## src/rtl/operand_load_sequencer.sv

```systemverilog
// operand_load_sequencer: steps through NUM_OPS operand-entry phases on rdy edges,
// strobes the compute unit, waits for calc_done and pulses done.
// Optional WAIT_RES timeout is built when OPSEQ_TIMEOUT_EN is defined.
module operand_load_sequencer #(
    parameter int NUM_OPS        = 2,
    parameter int TIMEOUT_CYCLES = 1024,
    parameter int IDX_W          = (NUM_OPS > 1) ? $clog2(NUM_OPS) : 1
) (
    input  logic               clk,
    input  logic               rst,
    input  logic               rdy,
    input  logic               abort,
    input  logic               calc_done,
    output logic [NUM_OPS-1:0] load_op,
    output logic               load_m,
    output logic [IDX_W-1:0]   op_idx,
    output logic               busy,
    output logic               done,
    output logic               err
);
    typedef enum logic [2:0] {IDLE, OP, LOAD_M, WAIT_RES, DONE} state_t;
    state_t           state, state_n;
    logic [IDX_W-1:0] idx, idx_n;
    logic             rdy_q;
    logic             rdy_edge;
    logic             tmo;
    assign rdy_edge = rdy & ~rdy_q;
    // rdy_q follows rdy even during reset, so a rdy held high across reset release is not seen as an edge
    always_ff @(posedge clk)
        rdy_q <= rdy;
    // state and operand index registers
    always_ff @(posedge clk) begin
        if (rst) begin
            state <= IDLE;
            idx   <= '0;
        end else begin
            state <= state_n;
            idx   <= idx_n;
        end
    end
`ifdef OPSEQ_TIMEOUT_EN
    localparam int CW = $clog2(TIMEOUT_CYCLES);
    logic [CW-1:0] cnt;
    logic          err_q;
    assign tmo = (state == WAIT_RES) && !calc_done && (cnt == CW'(TIMEOUT_CYCLES - 1));
    assign err = err_q;
    // wait counter is held at zero outside WAIT_RES and counts cycles without calc_done inside it
    always_ff @(posedge clk) begin
        if (rst) begin
            cnt   <= '0;
            err_q <= 1'b0;
        end else begin
            cnt   <= (state != WAIT_RES) ? '0 : calc_done ? cnt : cnt + CW'(1);
            err_q <= tmo && !abort;
        end
    end
`else
    assign tmo = 1'b0;
    assign err = 1'b0;
`endif
    // next state: abort wins over everything outside IDLE
    always_comb begin
        state_n = state;
        idx_n   = idx;
        if (abort && state != IDLE) begin
            state_n = IDLE;
            idx_n   = '0;
        end else begin
            case (state)
                IDLE:     if (rdy_edge) begin
                    state_n = OP;
                    idx_n   = '0;
                end
                OP:       if (rdy_edge) begin
                    state_n = (idx == IDX_W'(NUM_OPS - 1)) ? LOAD_M : OP;
                    idx_n   = (idx == IDX_W'(NUM_OPS - 1)) ? '0 : idx + IDX_W'(1);
                end
                LOAD_M:   state_n = WAIT_RES;
                WAIT_RES: state_n = calc_done ? DONE : tmo ? IDLE : WAIT_RES;
                default:  state_n = IDLE;
            endcase
        end
    end
    // Moore outputs decoded from registered state and idx
    always_comb begin
        load_op = '0;
        for (int i = 0; i < NUM_OPS; i++)
            load_op[i] = (state == OP) && (idx == IDX_W'(i));
        load_m = state == LOAD_M;
        op_idx = (state == OP) ? idx : '0;
        busy   = state != IDLE;
        done   = state == DONE;
    end
endmodule

```

## config.mk

```make
export PLATFORM = sky130hd
export DESIGN_NAME = operand_load_sequencer
export DESIGN_NICKNAME = d
export VERILOG_FILES = /design/src/rtl/operand_load_sequencer.sv
export SDC_FILE = /design/constraint.sdc
export NUM_CORES = 1
export LEC_CHECK = 0
export BUFFER_PORTS_ARGS = -buffer_cell sky130_fd_sc_hd__buf_2
export CAP_MARGIN = 5
export CORE_AREA = 2 2 39 41
export CTS_CLUSTER_SIZE = 28
export DETAILED_ROUTE_END_ITERATION = 6
export DIE_AREA = 0 0 41 43
export SLEW_MARGIN = 5
export SYNTH_ARGS = -nofsm -noshare
export SYNTH_HDL_FRONTEND = slang
export SYNTH_SLANG_ARGS = --single-unit
```

## constraint.sdc

```tcl
create_clock -name clk -period 1.8 [get_ports clk]
set_clock_uncertainty 0.1 [all_clocks]
set_input_delay 0.18 -clock clk [delete_from_list [all_inputs] [get_ports clk]]
set_output_delay 0.18 -clock clk [all_outputs]
set_load 0.005 [all_outputs]
```

==> tab_implementation.tex <==
\begin{tabular}{lr}
\hline
Metric & Value \\
\hline
\multicolumn{2}{l}{\textbf{Clock network}} \\
CTS tree & done \\
Maximum level of the CTS H-tree & 1 \\
Number of sinks driven by the clock tree & 5 \\
Clock Pin Slew Worst Setup and Hold Paths & approximately 50 ps \\
Clock latency reported for the late side of the worst-skew pair & between 200 and 300 ps \\
Clock tree root buffer cell & clkbuf\_4 \\
Number of setup buffers added after CTS & 0 \\
CTS max path bufs & 2 \\
TritonCTS Buffers & 3 \\
\multicolumn{2}{l}{\textbf{Detailed routing}} \\
WL final & a little under 600 um \\
Detail Route Antenna Nets & 0 \\
Iteration-0 DRC count of the detailed router & 1 \\
Iteration count of the initial detailed-routing pass & 2 \\
DRC violation count after routing & 0 \\
Number of vias per cell after detailed routing & 4.25 \\
Vias & 259 \\
Mean routed wirelength per cell & 9.75 um \\
\multicolumn{2}{l}{\textbf{Critical path}} \\
Top delay family on crit path & flip-flops \\
CP cell instances & nor2\_1, and3\_1, buf\_2 \\
Reg2Reg Setup Slack & $\sim$560 ps \\
Cell type of the slowest stage on the worst timing path & dfxtp\_1 \\
Arrival time reported for the critical path endpoint & 1230 ps \\
Endpoint class of the critical path & output port \\
Crit path required time & 1520 ps \\
Largest incremental delay on the critical path & 540 ps \\
Worst flop-to-flop path endpoint & state[1] \\
Number of cells on the worst reg-to-reg path & 3 \\
Number of logic stages on the critical path including buffering & 3 \\
Largest fanout on the critical path & 10 \\
Launch instance of the worst register-to-register path & state[1] \\
Kind of launch point of the worst setup path & flip-flop \\
Capture point of the critical path & op\_idx \\
Critical path startpoint & state[1] \\
Critical path class & flip-flop to output port \\
Buffers and inverters on the worst path & 1 \\
\multicolumn{2}{l}{\textbf{Yosys}} \\
Share of async-settable or async-resettable flops after synthesis & 0 \\
Number of warnings reported in the yosys synthesis log & 0 \\
Post-Synthesis Mean Instance Area & 9.06 sq um \\
Biggest area contributors in the synthesized netlist & dfxtp\_1, nor4b\_4, nor2\_1 \\
Cell taking the most area after synthesis & dfxtp\_1 \\
Mapped Nets & 38 \\
List of most frequent post-synthesis cells & dfxtp\_1, nor2\_1, buf\_4 \\
Post-synth top flop & dfxtp\_1 \\
Cells after synthesis & 33 \\
Post-synth top area share & 0.335 \\
Post-synthesis instance area & 299 sq um \\
Flip-flop and latch count after synthesis & 5 \\
Post-synth EDFFs & 0 \\
Share of the yosys chip area belonging to registers & 0.335 \\
Number of distinct standard cells referenced by the synthesized netlist & 24 \\
\multicolumn{2}{l}{\textbf{Timing}} \\
Highest achievable clock rate & 0.663 GHz \\
Final Critical Period & around 1500 ps \\
Final Max Slew Viols & 0 \\
Hold Fails Final Rpt & 0 \\
Final critical-path share of the clock period & 0.838 \\
Sum of negative setup slack & 0 ps \\
Final-report setup violation count & 0 \\
Unrepaired setup endpoints after global routing & no \\
\multicolumn{2}{l}{\textbf{Global routing}} \\
Vias in the first global route & $\sim$210 \\
Initial antenna violation count & 0 \\
Grt ovf & 0 \\
GRT Overall Usage & 0.0803 \\
Pin count of the biggest net entering global routing & 11 \\
First-pass GRT wire length & 834 um \\
\multicolumn{2}{l}{\textbf{Floorplanning}} \\
Row count & 14 \\
Overall die height & 43 um \\
X dimension of the die & 41 um \\
Floorplan core area & 0.00138 sq mm \\
Die area & 0.00176 sq mm \\
Initial Util & 0.216 \\
Number of primary I/O pins & 12 \\
\multicolumn{2}{l}{\textbf{Final layout}} \\
Antenna Cells & 0 \\
Total number of nets in the final design & 51 \\
Final cell count without fillers & between 60 and 70 \\
Fraction of layout cells with a size suffix above 1 & 0.333 \\
Synth-to-layout area growth & 28.5\% \\
\multicolumn{2}{l}{\textbf{Power}} \\
Clock share of power & 0.478 \\
Worst ir drop on vdd & 358 uV \\
Fraction of power consumed by combinational cells & 0.098 \\
Leak & 0.177 nW \\
Switching part of the total & 0.235 \\
Total internal power & 0.000215 W \\
Total power divided by cell area & 732 mW/mm\^{}2 \\
Relative contribution of sequential cells to total power & 0.424 \\
Sw Pwr & 0.0000662 W \\
\multicolumn{2}{l}{\textbf{Placed design}} \\
Placed Instances & 55 \\
IO buf count & 10 \\
Detailed Place HPWL & around 430 um \\
Final weighted congestion of routability-driven global placement & 0.658 \\
\multicolumn{2}{l}{\textbf{Flow run}} \\
Maxcap violations & 0 \\
\multicolumn{2}{l}{\textbf{Run status}} \\
Run status & finished, final reports clean \\
\multicolumn{2}{l}{\textbf{Hold path}} \\
Worst Hold Class & input port to flip-flop \\
\hline
\end{tabular}
-- timing repair --
action / in CTS / in global routing
gates resized for setup: 0 / 0
hold endpoints to repair: 1 / 1
hold buffers: 1 / 1
-- per-stage QoR --
| step | hold slack [ps] | worst slack [ps] | util | power [W] | cell area (sq um) |
|---|---|---|---|---|---|
| floorplan | 108 | 684 | - | 0.000138 | 299 |
| global placement | 209 | 579 | 0.244 | 0.000146 | 338 |
| detailed placement | 212 | 562 | 0.244 | 0.000146 | 338 |
| CTS | 2.58 | 303 | 0.270 | 0.000283 | 374 |
| global route | 102 | 206 | 0.278 | 0.000299 | 384 |
| finish | 97.0 | 291 | 0.278 | 0.000281 | 384 |
-- area by class of cell --
| type | count | area [sq um] |
|---|---|---|
| fillers | 147 | 1000 |
| flip-flops and latches | 5 | 100 |
| inverters | 1 | 3.75 |
| repair buffers | 12 | 70.1 |
| clock buffers | 4 | 26.3 |
| multi-input cells | 23 | 164 |
| well taps | 16 | 20.0 |
-- per-layer routing --
| metal | vias up | routed length [um] | global-route usage |
|---|---|---|---|
| met1 | 106 | 296 | 0.0997 |
| met2 | 10 | 236 | 0.0781 |
| met4 | 0 | 11 | 0.0600 |
| li1 | 141 | - | - |
| met3 | 2 | 51 | 0.0785 |
| met5 | - | 0 | 0 |
-- worst register-to-register path: stages, from the launching register on --
cell and delay, ps:
dfxtp_1 540, nor2_1 120, o21ai_0 280, nor2_1 90
-- logic make-up after synthesis --
group / synth area share
compound gates: 0.146
other cells: 0.0125
flops: 0.335
simple gates: 0.389
buf+inv: 0.117
-- placed cells by master, fill, tap and decap left out, drive strengths merged, types with 2 or more instances in the layout --
| master | netlist | routed |
|---|---|---|
| buf | 4 | 10 |
| clkbuf | 0 | 4 |
| dfxtp | 5 | 5 |
| dlygate4sd3 | 0 | 2 |
| nor2 | 5 | 5 |
-- sequential cells by signal (all words and copies together), names as in the netlist --
register and flops:
idx 1, rdy_q 1, state 3
-- power by group through the flow --
stage / clock (W) / sequential (W) / combinational, W
2_1_floorplan: 0 / 0.000118 / 0.0000201
3_3_place_gp: 0 / 0.000122 / 0.0000246
3_5_place_dp: 0 / 0.000122 / 0.0000246
4_1_cts: 0.000137 / 0.000119 / 0.0000263
5_1_grt: 0.000148 / 0.000120 / 0.0000308
6_report: 0.000134 / 0.000119 / 0.0000276
-- worst min-delay path by stage --
| stage | end | slack [ps] | cells after the start | from |
|---|---|---|---|---|
| 4_1_cts | idx | 3 | 2 | rst |
| 5_1_grt | state[2] | 100 | 3 | calc_done |
| 3_3_place_gp | rdy_q | 210 | 1 | rdy |
| 6_report | state[2] | 100 | 3 | calc_done |
| 3_5_place_dp | rdy_q | 210 | 1 | rdy |
| 2_1_floorplan | rdy_q | 110 | 0 | rdy |
Note: power is estimated with default switching activity, not from simulation.
